===== config.mk =====
export PLATFORM = sky130hd
export DESIGN_NAME = ntt_butterfly_addsub_flat
export DESIGN_NICKNAME = d
export VERILOG_FILES = /design/src/rtl/ntt_butterfly_addsub_if.sv /design/src/rtl/ntt_butterfly_addsub.sv /design/src/flat_wrapper.sv
export SDC_FILE = /design/constraint.sdc
export NUM_CORES = 1
export LEC_CHECK = 0
export ABC_CLOCK_PERIOD_IN_PS = 4100
export CAP_MARGIN = 5
export CORE_AREA = 10 10 127 129
export CTS_CLUSTER_SIZE = 20
export DETAILED_ROUTE_END_ITERATION = 6
export DIE_AREA = 0 0 137 139
export GPL_TIMING_DRIVEN = 0
export PLACE_DENSITY = 0.7
export SLEW_MARGIN = 20
export SYNTH_ARGS = -nofsm -noshare
export SYNTH_HDL_FRONTEND = slang
export SYNTH_SLANG_ARGS = --single-unit

===== constraint.sdc =====
create_clock -name clk -period 4.1 [get_ports clk]
set_input_delay 0.615 -clock clk [delete_from_list [all_inputs] [get_ports clk]]
set_output_delay 0.615 -clock clk [all_outputs]
set_load 0.03 [all_outputs]

===== src/rtl/ntt_butterfly_addsub_if.sv =====
// Port bundle for the butterfly add/sub stage: issue side, multiplier return and results.
// The slave modport is the butterfly stage; the master modport is whatever drives it.
interface ntt_butterfly_addsub_if #(
    parameter int DATA_WIDTH = 12,
    parameter int ADDR_WIDTH = 7
) ();

    logic                  i_enable;
    logic                  i_valid_in;
    logic [DATA_WIDTH-1:0] i_a_in;
    logic [ADDR_WIDTH-1:0] i_addr_in;
    logic [DATA_WIDTH-1:0] i_mul_result;
    logic                  i_mul_valid;
    logic                  i_stage_clr;

    logic [DATA_WIDTH-1:0] o_sum_out;
    logic [DATA_WIDTH-1:0] o_diff_out;
    logic [ADDR_WIDTH-1:0] o_addr_out;
    logic                  o_valid_out;
    logic                  o_stage_done;
    logic [ADDR_WIDTH:0]   o_bf_count;
    logic                  o_align_err;

    modport slave (
        input  i_enable, i_valid_in, i_a_in, i_addr_in,
        input  i_mul_result, i_mul_valid, i_stage_clr,
        output o_sum_out, o_diff_out, o_addr_out, o_valid_out,
        output o_stage_done, o_bf_count, o_align_err
    );

    modport master (
        output i_enable, i_valid_in, i_a_in, i_addr_in,
        output i_mul_result, i_mul_valid, i_stage_clr,
        input  o_sum_out, o_diff_out, o_addr_out, o_valid_out,
        input  o_stage_done, o_bf_count, o_align_err
    );

endinterface


===== src/rtl/ntt_butterfly_addsub.sv =====
// Kyber NTT butterfly back end: delays operand a to meet the multiplier result t,
// then registers (a+t) mod q and (a-t) mod q, counts butterflies and flags path skew.
module ntt_butterfly_addsub #(
    parameter int DATA_WIDTH   = 12,
    parameter int MODULUS      = 3329,
    parameter int MUL_LATENCY  = 5,
    parameter int ADDR_WIDTH   = 7,
    parameter int BF_PER_STAGE = 128
) (
    input  logic                   clk,
    input  logic                   rst_n,
    ntt_butterfly_addsub_if.slave  bus
);

    localparam int                  CW      = ADDR_WIDTH + 1;
    localparam logic [DATA_WIDTH:0] LP_Q    = (DATA_WIDTH + 1)'(MODULUS);
    localparam logic [CW-1:0]       LP_LAST = CW'(BF_PER_STAGE - 1);
    localparam logic [CW-1:0]       LP_ONE  = CW'(1);

    logic [MUL_LATENCY-1:0][DATA_WIDTH-1:0] r_aDly;
    logic [MUL_LATENCY-1:0][ADDR_WIDTH-1:0] r_addrDly;
    logic [MUL_LATENCY-1:0]                 r_vDly;

    logic [DATA_WIDTH-1:0] r_sum;
    logic [DATA_WIDTH-1:0] r_diff;
    logic [ADDR_WIDTH-1:0] r_addrOut;
    logic                  r_validOut;
    logic                  r_stageDone;
    logic [CW-1:0]         r_bfCount;
    logic                  r_alignErr;

    logic                  w_issue;
    logic                  w_delayedValid;
    logic [DATA_WIDTH-1:0] w_aDelayed;
    logic [ADDR_WIDTH-1:0] w_addrDelayed;
    logic                  w_mismatch;
    logic                  w_fire;
    logic [DATA_WIDTH:0]   w_sumRaw;
    logic [DATA_WIDTH:0]   w_diffRaw;
    logic [DATA_WIDTH-1:0] w_sumNext;
    logic [DATA_WIDTH-1:0] w_diffNext;
    logic                  w_lastBf;

    assign w_issue        = bus.i_enable & bus.i_valid_in;
    assign w_delayedValid = r_vDly[MUL_LATENCY-1];
    assign w_aDelayed     = r_aDly[MUL_LATENCY-1];
    assign w_addrDelayed  = r_addrDly[MUL_LATENCY-1];

    // A cycle where only one path is valid is a skew error and produces no result.
    assign w_mismatch = bus.i_mul_valid ^ w_delayedValid;
    assign w_fire     = bus.i_mul_valid & w_delayedValid;

    // a + q - t stays non-negative for in-range t, so one conditional subtract suffices.
    assign w_sumRaw   = {1'b0, w_aDelayed} + {1'b0, bus.i_mul_result};
    assign w_diffRaw  = {1'b0, w_aDelayed} + LP_Q - {1'b0, bus.i_mul_result};
    assign w_sumNext  = DATA_WIDTH'((w_sumRaw  >= LP_Q) ? (w_sumRaw  - LP_Q) : w_sumRaw);
    assign w_diffNext = DATA_WIDTH'((w_diffRaw >= LP_Q) ? (w_diffRaw - LP_Q) : w_diffRaw);

    assign w_lastBf = (r_bfCount == LP_LAST);

    always_ff @(posedge clk or negedge rst_n) begin
        if (!rst_n) begin
            r_aDly    <= '0;
            r_addrDly <= '0;
            r_vDly    <= '0;
        end else begin
            r_aDly[0]    <= bus.i_a_in;
            r_addrDly[0] <= bus.i_addr_in;
            r_vDly[0]    <= w_issue;
            for (int i = 1; i < MUL_LATENCY; i++) begin
                r_aDly[i]    <= r_aDly[i-1];
                r_addrDly[i] <= r_addrDly[i-1];
                r_vDly[i]    <= r_vDly[i-1];
            end
        end
    end

    always_ff @(posedge clk or negedge rst_n) begin
        if (!rst_n) begin
            r_sum      <= '0;
            r_diff     <= '0;
            r_addrOut  <= '0;
            r_validOut <= 1'b0;
            r_alignErr <= 1'b0;
        end else begin
            r_validOut <= w_fire;
            r_alignErr <= r_alignErr | w_mismatch;
            if (w_fire) begin
                r_sum     <= w_sumNext;
                r_diff    <= w_diffNext;
                r_addrOut <= w_addrDelayed;
            end
        end
    end

    // stage_clr wins over a concurrent increment: the result still goes out uncounted.
    always_ff @(posedge clk or negedge rst_n) begin
        if (!rst_n) begin
            r_bfCount   <= '0;
            r_stageDone <= 1'b0;
        end else begin
            r_stageDone <= 1'b0;
            if (bus.i_stage_clr) begin
                r_bfCount <= '0;
            end else if (w_fire && w_lastBf) begin
                r_bfCount   <= '0;
                r_stageDone <= 1'b1;
            end else if (w_fire) begin
                r_bfCount <= r_bfCount + LP_ONE;
            end
        end
    end

    assign bus.o_sum_out    = r_sum;
    assign bus.o_diff_out   = r_diff;
    assign bus.o_addr_out   = r_addrOut;
    assign bus.o_valid_out  = r_validOut;
    assign bus.o_stage_done = r_stageDone;
    assign bus.o_bf_count   = r_bfCount;
    assign bus.o_align_err  = r_alignErr;

endmodule

===== src/flat_wrapper.sv =====
// flat-port wrapper written by rule: the top's interface ports become plain ports
module ntt_butterfly_addsub_flat 
#(
    parameter int DATA_WIDTH   = 12,
    parameter int MODULUS      = 3329,
    parameter int MUL_LATENCY  = 5,
    parameter int ADDR_WIDTH   = 7,
    parameter int BF_PER_STAGE = 128
)
  (clk, rst_n, bus_i_enable, bus_i_valid_in, bus_i_a_in, bus_i_addr_in, bus_i_mul_result, bus_i_mul_valid, bus_i_stage_clr, bus_o_sum_out, bus_o_diff_out, bus_o_addr_out, bus_o_valid_out, bus_o_stage_done, bus_o_bf_count, bus_o_align_err);
  ntt_butterfly_addsub_if #(.DATA_WIDTH(DATA_WIDTH), .ADDR_WIDTH(ADDR_WIDTH)) bus_i ();
  input  logic clk;
  input  logic rst_n;
  input wire logic [$bits(bus_i.i_enable)-1:0] bus_i_enable;
  input wire logic [$bits(bus_i.i_valid_in)-1:0] bus_i_valid_in;
  input wire logic [$bits(bus_i.i_a_in)-1:0] bus_i_a_in;
  input wire logic [$bits(bus_i.i_addr_in)-1:0] bus_i_addr_in;
  input wire logic [$bits(bus_i.i_mul_result)-1:0] bus_i_mul_result;
  input wire logic [$bits(bus_i.i_mul_valid)-1:0] bus_i_mul_valid;
  input wire logic [$bits(bus_i.i_stage_clr)-1:0] bus_i_stage_clr;
  output wire logic [$bits(bus_i.o_sum_out)-1:0] bus_o_sum_out;
  output wire logic [$bits(bus_i.o_diff_out)-1:0] bus_o_diff_out;
  output wire logic [$bits(bus_i.o_addr_out)-1:0] bus_o_addr_out;
  output wire logic [$bits(bus_i.o_valid_out)-1:0] bus_o_valid_out;
  output wire logic [$bits(bus_i.o_stage_done)-1:0] bus_o_stage_done;
  output wire logic [$bits(bus_i.o_bf_count)-1:0] bus_o_bf_count;
  output wire logic [$bits(bus_i.o_align_err)-1:0] bus_o_align_err;
  assign bus_i.i_enable = bus_i_enable;
  assign bus_i.i_valid_in = bus_i_valid_in;
  assign bus_i.i_a_in = bus_i_a_in;
  assign bus_i.i_addr_in = bus_i_addr_in;
  assign bus_i.i_mul_result = bus_i_mul_result;
  assign bus_i.i_mul_valid = bus_i_mul_valid;
  assign bus_i.i_stage_clr = bus_i_stage_clr;
  assign bus_o_sum_out = bus_i.o_sum_out;
  assign bus_o_diff_out = bus_i.o_diff_out;
  assign bus_o_addr_out = bus_i.o_addr_out;
  assign bus_o_valid_out = bus_i.o_valid_out;
  assign bus_o_stage_done = bus_i.o_stage_done;
  assign bus_o_bf_count = bus_i.o_bf_count;
  assign bus_o_align_err = bus_i.o_align_err;
  ntt_butterfly_addsub #(.DATA_WIDTH(DATA_WIDTH), .MODULUS(MODULUS), .MUL_LATENCY(MUL_LATENCY), .ADDR_WIDTH(ADDR_WIDTH), .BF_PER_STAGE(BF_PER_STAGE)) u_core (.clk(clk), .rst_n(rst_n), .bus(bus_i));
endmodule

==> results of run 1 <==
Yosys cell counts (all sizes together) (7+ instances only):
cell and number:
a211oi 10, a21oi 24, a31oi 7, clkbuf 10, dfrtp 142, ha 40
inv 35, mux2 12, nand2 24, nand2b 8, nand3 7, nor2 47
nor2b 9, nor3 12, o21ai 10, xnor2 20, xor2 9
sequential cells by signal, indices dropped and copies added (netlist names), 5 cells and up:
name,count
u_core.w_aDelayed,12
u_core.r_aDly,48
u_core.r_addrDly,28
u_core.w_addrDelayed,7
u_core.bus.o_addr_out,7
u_core.bus.o_bf_count,8
u_core.bus.o_diff_out,12
u_core.bus.o_sum_out,12
u_core.r_vDly,5
routing by layer:
metal / part of all wire [%] / GRT usage [%] / routed length, um
met5: 0 / 0 / 0
met4: 1.8 / 5.605 / 231
met3: 7.1 / 6.014 / 938
met2: 49 / 22.81 / 6388
met1: 43 / 16.27 / 5595
power by group through the flow:
stage / Sequential [uW] / Clock, uW / Combinational [uW]
final: 1620 / 1490 / 1160
after CTS: 1630 / 1530 / 1140
after detailed placement: 1650 / 0 / 1090
after global routing: 1640 / 1590 / 1250
after floorplan: 1830 / 0 / 504
after global placement: 1640 / 0 / 1070
layout make-up:
type	instances	share of cell area, %
inverter	36	1.681
multi-input combinational	340	32.69
sequential	142	44.21
tap	180	2.802
buffer	12	0.6849
clock inverter	11	1.790
timing repair buffer	86	10.80
clock buffer	18	5.339
metrics by stage:
stage / utilization [%] / cell area, um2 / instances / hold slack [ps]
5_1_grt: 58.82 / 8038 / 825 / 122.7
6_report: 58.82 / 8038 / 825 / 102.0
4_1_cts: 58.39 / 7979 / 822 / 103.9
3_3_place_gp: 53.23 / 7274 / 788 / 331.7
3_5_place_dp: 53.47 / 7307 / 789 / 334.7
2_1_floorplan: - / 6269 / 530 / 319.4
cells by family after synthesis:
logic type               share of synthesized area (%)
XOR/XNOR                                         4.052
buffers and inverters                            3.014
adder cells (fa/ha/maj)                          8.623
multiplexers                                     3.174
AO/OA/AOI/OAI                                    13.17
flip-flops                                       56.69
AND/OR/NAND/NOR                                  11.28
how the worst max path moves through the flow:
stage / endpoint / start / cells after the start
floorplan: u_core.bus.o_diff_out[6]$_DFFE_PN0P_ / bus_i_mul_result[1] / 13
global placement: u_core.bus.o_addr_out[1]$_DFFE_PN0P_ / rst_n / 1
detailed placement: u_core.bus.o_diff_out[6]$_DFFE_PN0P_ / bus_i_mul_result[1] / 14
CTS: u_core.bus.o_diff_out[8]$_DFFE_PN0P_ / bus_i_mul_result[3] / 14
global route: u_core.bus.o_diff_out[8]$_DFFE_PN0P_ / bus_i_mul_result[0] / 15
finish: u_core.bus.o_diff_out[6]$_DFFE_PN0P_ / bus_i_mul_result[0] / 14
cells in the final DEF, fill, tap and decap left out, types with 6 or more instances in the layout:
master           instances
a211oi_1                 9
a21oi_1                 23
a221o_1                  6
a31oi_1                  7
buf_4                    7
clkbuf_1                10
clkbuf_16               17
clkdlybuf4s50_1         76
dfrtp_1                142
ha_1                    39
inv_1                   34
mux2_2                  11
nand2_1                 23
nand2b_1                 8
nand3_1                  7
nor2_1                  47
nor2b_1                  9
nor3_1                  12
o21a_1                   6
o21ai_0                 10
xnor2_1                 20
xor2_1                   7
timing repair:
item,in CTS,in global routing
endpoints found under the setup margin,11,22
hold buffers,0,0
gates resized for setup,13,7
pin swaps,4,4
buffers inserted,4,3
==> summary.md, run 1 <==
| Metric | Value |
|---|---|
| Setup WS post-layout | 110.0 ps |
| CP required | 4400 ps |
| Tcrit/Tclk final | 97.32% |
| Slew HR | 45.62% |
| RSZ-0062 raised after global routing | yes |
| Most used DFF post-synth | dfrtp_1 |
| Total gr overflow | 0 |
| Leakage | 0.003486 uW |
| Die ar. | 19040 um2 |
| Yosys top cell by area | dfrtp_1 |
| Slowest CP cell | clkdlybuf4s50_1 |
| Ys async rst share | 100.0% |
| Area grow syn2layout | 28.22% |
| H-tree depth | 4 |
| Seq/Total Area, Yosys | 56.69% |
| YS warnings | 0 |
| Int Pwr | 2993 uW |
| Final setup TNS | 0 ps |
| Storage cell area | 3553 um2 |
| Drt wl/cell | 15.94 um |
| Iter 0 DRT Violations | 195 |
| First-pass GRT wire length | 21.33 mm |
| CTS tree | yes |
| Max Root-Sink Buffers | 2 |
| Die height | 139 um |
| Port buffer count | 78 |
| Critical Path Fanout Max | 6 |
| Number of routed nets with antenna violations | 0 |
| Initial antenna violation count | 0 |
| CP top delay family | compound AO/OA/AOI/OAI gates |
| Post-Syn Instances | 530 |
| Post-Syn Area | 6269 um2 |
| Residual DRC | 0 |
| RR Startpoint | u_core.w_aDelayed[1]$_DFF_PN0_ |
| Power density over the cells | 531.4 nW/um2 |
| CP cell instances | clkdlybuf4s50_1, inv_1, ha_1, ha_1, fa_2, a211o_1, a21o_1, a221oi_2, nor3b_4, a21oi_2, o22ai_4, nand2_2, and3_1, a221o_1 |
| Via density | 5.206 |
| Fillers | 1122 |
| Min Tclk post-route | 3990 ps |
| Clock sinks | 142 |
| Max-slew violation count | 0 |
| Core area | 13670 um2 |
| Register bit total from synthesis | 142 |
| Largest net degree at the start of global routing | 92 |
| Crit path buffers/inverters | 2 |
| Clock Power Share | 35.0% |
| Site Rows | 43 |
| Nets | 714 |
| Ratio of cells with drive above 1 in the final layout | 12.87% |
| Total number of vias | 4295 |
| CP Class | input pin to flop |
| VDD IR max | 314.0 uV |
| Hold crit path type | input pin to async pin |
| Sequential share of power | 38.0% |
| Die Wd | 137 um |
| Combinational share of power | 27.1% |
| Ant. Diodes | 0 |
| Final GP Congestion | 0.8371 |
| Nature of the critical path startpoint | input pin |
| DP Worst Slack | -922.3 ps |
| Net Sw Frac | 29.94% |
| Share of the synthesized area in the top cell type | 56.69% |
| Top cells by area, synth | dfrtp_1 (57%), ha_1 (8.0%), nor2_1 (2.8%), xnor2_1 (2.8%), inv_1 (2.0%) |
| P_sw | 1279 uW |
| Unique masters post-synth | 64 |
| Tot Pwr | 4271 uW |
| Worst skew pair latency | 420 ps |
| Mapped Nets | 609 |
| R2R cell count | 14 |
| Max_cap viols | 0 |
| Clk_skew | 4.354 ps |
| R2r setup slk | 250 ps |
| Syn_area_per_cell | 11.83 um2 |
| Clock root buffer master | clkbuf_16 |
| DPL Wire Length | 9.454 mm |
| Number of global-route vias before repair | 4390 |
| Number of synthesized flops with an enable pin | 0 |
| GRT Util Overall | 14.20% |
| Status | completed |
| Worst-path clk slew | 50 ps |
| CTS buffer count | 17 |
| CP arrival | 4290 ps |
| Initial DRT Pass Iterations | 4 |
| Reg-to-reg critical path endpoint | u_core.bus.o_diff_out[6]$_DFFE_PN0P_ |
| Routed WL | 13.15 mm |
| Final hold violation count | 0 |
| Area of the multi-input gates | 2628 um2 |
| Starting Density | 45.87% |
| Slowest Stage Delay on Critical Path | 490 ps |
| Worst-Margin Slew | 813.0 ps |
| IO Pins | 79 |
| Setup Viol. Count Final | 0 |
| Max Clk Rate | 250.6 MHz |
| Critical path's most frequent cell | ha_1 |
| CP Capture Type | flop |
Power figures use the tool's default switching activity.
==> run 2: changes to the inputs <==
--- a/config.mk
+++ b/config.mk
@@ -8,6 +8,7 @@
 export ABC_CLOCK_PERIOD_IN_PS = 4100
 export CAP_MARGIN = 5
 export CORE_AREA = 10 10 127 129
+export CTS_BUF_LIST = sky130_fd_sc_hd__clkbuf_16
 export CTS_CLUSTER_SIZE = 20
 export DETAILED_ROUTE_END_ITERATION = 6
 export DIE_AREA = 0 0 137 139
==> run 2 against run 1 <==
Compared with the run above: die area is the same; sequential power about the same; first-iteration DRC count stayed put; critical path type unchanged; largest power group unchanged; highest routed layer unchanged.
==> summary.md, run 2 (synthesized netlist as in run 1, its figures left out) <==
| Metric | Value |
|---|---|
| Slowest CP cell | clkdlybuf4s50_1 |
| CTS tree | yes |
| Nature of the critical path startpoint | input pin |
| Fin area | 8038 um2 |
| GRT Util Overall | 14.20% |
| IO Pins | 79 |
| Number of global-route vias before repair | 4390 |
| Setup WS post-layout | 110.0 ps |
| Initial DRT Pass Iterations | 4 |
| VDD IR max | 314.0 uV |
| Die height | 139 um |
| Worst-path clk slew | 50 ps |
| Fillers | 1122 |
| Total number of vias | 4295 |
| Max-slew violation count | 0 |
| Iter 0 DRT Violations | 195 |
| Final hold slack | 102.0 ps |
| Die Wd | 137 um |
| Leakage | 0.003490 uW |
| Final hold violation count | 0 |
| Starting Density | 45.87% |
| Slew HR | 45.62% |
| Worst-Margin Slew | 813.0 ps |
| Residual DRC | 0 |
| CP arrival | 4290 ps |
| Critical path's most frequent cell | ha_1 |
| Storage cell area | 3553 um2 |
| Status | completed |
| Site Rows | 43 |
| CP required | 4400 ps |
| Clock sinks | 142 |
| DP Worst Slack | -922.3 ps |
| Final GP Congestion | 0.8371 |
| Total gr overflow | 0 |
| Ratio of cells with drive above 1 in the final layout | 12.87% |
| Hold crit path type | input pin to async pin |
| Power density over the cells | 531.1 nW/um2 |
| Clock root buffer master | clkbuf_16 |
| Area of the multi-input gates | 2628 um2 |
| Largest net degree at the start of global routing | 92 |
| Routed WL | 13.15 mm |
| Clk_skew | 4.354 ps |
| Biggest register | u_core.r_aDly |
| Commonest non-fill, non-tap cell in the layout | dfrtp_1 |
| Number of routed nets with antenna violations | 0 |
| Core area | 13670 um2 |
| Critical Path Fanout Max | 6 |
| Drt wl/cell | 15.94 um |
| Ant. Diodes | 0 |
| Max reg flops | 48 |
| R2R cell count | 14 |
| Critical Path Start | bus_i_mul_result[0] |
| First-pass GRT wire length | 21.33 mm |
| RSZ-0062 raised after global routing | yes |
| Worst skew pair latency | 420 ps |
| Placed Area | 7307 um2 |
| Util after Layout | 58.82% |
| Tcrit/Tclk final | 97.32% |
| Port buffer count | 78 |
| DPL Wire Length | 9.454 mm |
| Max Clk Rate | 250.6 MHz |
| Via density | 5.206 |
| RR Startpoint | u_core.w_aDelayed[1]$_DFF_PN0_ |
| Top flop regs | u_core.r_aDly: 48 flops, u_core.r_addrDly: 28 flops |
| Initial antenna violation count | 0 |
| CP Class | input pin to flop |
| Setup Viol. Count Final | 0 |
| Max Root-Sink Buffers | 2 |
| Slowest Stage Delay on Critical Path | 490 ps |
| Die ar. | 19040 um2 |
| Final setup TNS | 0 ps |
| CP cell instances | clkdlybuf4s50_1, inv_1, ha_1, ha_1, fa_2, a211o_1, a21o_1, a221oi_2, nor3b_4, a21oi_2, o22ai_4, nand2_2, and3_1, a221o_1 |
| Nets | 714 |
| Max_cap viols | 0 |
| CTS buffer count | 17 |
| H-tree depth | 4 |
| Most frequent cells in the layout | dfrtp_1 (142), clkdlybuf4s50_1 (76), nor2_1 (47) |
| Min Tclk post-route | 3990 ps |
| CP Capture Type | flop |
| Area grow syn2layout | 28.22% |
run 2: changes by cell type in the layout (fill, tap and decap cells not counted):
cell	before	now
inv_1	34	35
clkbuf_1	10	9
run 2: report_power, final:
part           total, uW  switching [uW]  internal [uW]
Clock               1490             550            941
Sequential          1620            72.6           1550
Combinational       1160             657            499
Total               4270            1280           2990
run 2: cell type report:
type / instances / area share, %
timing repair buffer: 86 / 10.80
buffer: 12 / 0.6849
tap: 180 / 2.802
multi-input combinational: 340 / 32.69
clock buffer: 17 / 5.293
clock inverter: 12 / 1.837
inverter: 36 / 1.681
sequential: 142 / 44.21
run 2: through the flow:
step	instances	power [uW]
after floorplan	530	2331
after CTS	822	4288
after global routing	825	4471
final	825	4269
after detailed placement	789	2740
after global placement	788	2711
run 2: path summary, 6_finish.rpt:
| check | end | slack (ps) |
|---|---|---|
| max in group asynchronous | u_core.r_addrDly[21]$_DFF_PN0_ | 3250 |
| min in group clk | u_core.r_addrDly[17]$_DFF_PN0_ | 340 |
| worst max register to register | u_core.bus.o_diff_out[6]$_DFFE_PN0P_ | 250 |
| worst min register to register | u_core.r_addrDly[17]$_DFF_PN0_ | 340 |
| worst min-delay path | u_core.r_aDly[2]$_DFF_PN0_ | 100 |
| worst max-delay path | u_core.bus.o_diff_out[6]$_DFFE_PN0P_ | 110 |
run 2: routing by layer:
layer  routed length, um  GRT usage (%)  share of wire (%)  up-vias
met5                   0              0                  0        -
met4                 231          5.605                1.8        0
met1                5596          16.27                 43     2085
met3                 938          6.014                7.1       20
li1                    -              -                  -     2083
met2                6388          22.81                 49      107
run 2: timing repair:
action                                  in CTS  in global routing
buffers inserted                             4                  3
hold buffers                                 0                  0
cloned                                       0                  0
pin swaps                                    4                  4
resized for setup                           13                  7
endpoints found under the setup margin      11                 22
run 2: critical path, delay by kind of cell:
family / cells / cell delay (ps)
and+or+nand+nor: 3 / 730
AOI/OAI and AO/OA: 6 / 1560
buffers and inverters: 2 / 550
adders and majority gates: 3 / 830
==> run 3: changes to the inputs <==
--- a/config.mk
+++ b/config.mk
@@ -5,6 +5,7 @@
 export SDC_FILE = /design/constraint.sdc
 export NUM_CORES = 1
 export LEC_CHECK = 0
+export ABC_AREA = 0
 export ABC_CLOCK_PERIOD_IN_PS = 4100
 export CAP_MARGIN = 5
 export CORE_AREA = 10 10 127 129
@@ -13,7 +14,7 @@
 export DETAILED_ROUTE_END_ITERATION = 6
 export DIE_AREA = 0 0 137 139
 export GPL_TIMING_DRIVEN = 0
-export PLACE_DENSITY = 0.7
+export PLACE_DENSITY = 0.77
 export SLEW_MARGIN = 20
 export SYNTH_ARGS = -nofsm -noshare
 export SYNTH_HDL_FRONTEND = slang
==> run 3 against run 2 <==
Compared with the run above: sequential share of layout area shrank 0.38 points; via count grew 0.68%; final area grew 0.87%; combinational power is essentially flat; die area is the same; highest routed layer unchanged.
==> summary.md, run 3 (synthesized netlist as in run 1, its figures left out) <==
| Metric | Value |
|---|---|
| Status | completed |
| Clock root buffer master | clkbuf_16 |
| Number of global-route vias before repair | 4541 |
| Biggest register | u_core.r_aDly |
| Final GP Congestion | 0.8415 |
| Die Wd | 137 um |
| DPL Wire Length | 9.494 mm |
| Initial DRT Pass Iterations | 4 |
| Global Route met1 Usage | 16.43% |
| Site Rows | 43 |
| Int Pwr | 3061 uW |
| Die ar. | 19040 um2 |
| Max Root-Sink Buffers | 2 |
| Max reg flops | 48 |
| Finished Layout Cells | 825 |
| Residual DRC | 0 |
| Final hold violation count | 0 |
| Tot Pwr | 4359 uW |
| Grt peak-use layer | met2 |
| Critical Path Fanout Max | 7 |
| Hold crit path type | input pin to async pin |
| IO Pins | 79 |
| RSZ-0062 raised after global routing | yes |
| Max Clk Rate | 252.1 MHz |
| Max_cap viols | 0 |
| Min Tclk post-route | 3966 ps |
| Ant. Diodes | 0 |
| Net Sw Frac | 29.79% |
| Worst-path clk slew | 60 ps |
| First-pass GRT wire length | 21.91 mm |
| CP arrival | 4260 ps |
| VDD IR max | 443.7 uV |
| R2R cell count | 14 |
| Combinational share of power | 26.5% |
| Via density | 5.241 |
| Clock Power Share | 36.4% |
| Power density over the cells | 537.7 nW/um2 |
| Slew HR | 48.87% |
| Met2 usage in global routing | 23.54% |
| Area grow syn2layout | 29.34% |
| Drt wl/cell | 15.80 um |
| Starting Density | 45.87% |
| Commonest non-fill, non-tap cell in the layout | dfrtp_1 |
| CP required | 4400 ps |
| Setup Viol. Count Final | 0 |
| Clk_skew | 6.467 ps |
| Sequential share of power | 37.2% |
| CP Capture Type | flop |
| Ratio of cells with drive above 1 in the final layout | 13.18% |
| GRT Util Overall | 14.36% |
| CTS tree | yes |
| Tcrit/Tclk final | 96.74% |
| Iter 0 DRT Violations | 355 |
| H-tree depth | 4 |
| Final hold slack | 154.1 ps |
| Dpl cells | 789 |
| Core area | 13670 um2 |
| CTS buffer count | 17 |
| Routed WL | 13.03 mm |
| Number of routed nets with antenna violations | 0 |
| Total gr overflow | 0 |
| Worst-Margin Slew | 767.0 ps |
| Port buffer count | 78 |
| P_sw | 1299 uW |
| Die height | 139 um |
| CP Class | input pin to flop |
| Leakage | 0.003514 uW |
| Most frequent cells in the layout | dfrtp_1 (142), clkdlybuf4s50_1 (76), nor2_1 (47) |
| Top flop regs | u_core.r_aDly: 48 flops, u_core.r_addrDly: 28 flops |
| Max-slew violation count | 0 |
| Largest net degree at the start of global routing | 74 |
| Total number of vias | 4324 |
| Util after Layout | 59.33% |
| Met3 GRT Util | 5.471% |
| Nature of the critical path startpoint | input pin |
| Clock sinks | 142 |
| Initial antenna violation count | 0 |
| Worst skew pair latency | 410 ps |
| Nets | 711 |
==> run 3: path summary, 6_finish.rpt <==
check                                                from  slack [ps]                              endpoint
max                                   bus_i_mul_result[0]         130  u_core.bus.o_diff_out[6]$_DFFE_PN0P_
min in group clk              u_core.r_aDly[16]$_DFF_PN0_         340           u_core.r_aDly[28]$_DFF_PN0_
max in group asynchronous                           rst_n        3240           u_core.r_aDly[42]$_DFF_PN0_
max reg2reg                u_core.w_aDelayed[1]$_DFF_PN0_         310  u_core.bus.o_diff_out[6]$_DFFE_PN0P_
min reg2reg                   u_core.r_aDly[16]$_DFF_PN0_         340           u_core.r_aDly[28]$_DFF_PN0_
min                                                 rst_n         150           u_core.r_aDly[11]$_DFF_PN0_
==> run 3: area by class of cell <==
type | instances | area [um2]
plain buffers | 12 | 55.05
fillers | 1121 | 5558
clock buffers | 17 | 425.4
well taps | 180 | 225.2
multi-input cells | 340 | 2675
repair buffers | 83 | 845.8
inverters | 36 | 135.1
flip-flops and latches | 142 | 3553
clock inverters | 15 | 192.7
==> run 3: power by group through the flow <==
stage | sequential [uW] | clock, uW | combinational [uW]
finish | 1620 | 1590 | 1150
global route | 1640 | 1690 | 1250
CTS | 1620 | 1620 | 1120
detailed placement | 1650 | 0 | 1090
global placement | 1640 | 0 | 1070
floorplan | 1830 | 0 | 504
==> run 3: per-stage QoR <==
step / area [um2] / worst slack, ps / TNS (ps)
2_1_floorplan: 6269 / 150.9 / 0
3_3_place_gp: 7274 / -2715 / -393500
3_5_place_dp: 7307 / -839.8 / -10290
4_1_cts: 7965 / 13.14 / 0
5_1_grt: 8108 / -16.71 / -16.71
6_report: 8108 / 133.8 / 0
==> run 3: routing by layer <==
layer / up-vias / routed length, um
met4: 0 / 278
met5: - / 0
met3: 18 / 952
li1: 2074 / -
met2: 113 / 6400
met1: 2119 / 5401
==> run 3: critical path, cell delays in order <==
cell and delay [ps]:
clkdlybuf4s50_1 490, inv_1 60, ha_1 210, ha_1 220
fa_2 380, a211o_1 350, a311o_1 430, a211oi_2 320
nor2_1 110, xor2_2 220, o22ai_4 270, nand2_4 120
and3_1 200, a221o_1 280
==> run 3: timing repair <==
action / 4_1_cts / 5_1_grt
setup endpoints to repair: 11 / 21
hold buffers: 0 / 0
pin swaps: 3 / 4
setup buffers: 1 / 3
resized for setup: 8 / 19
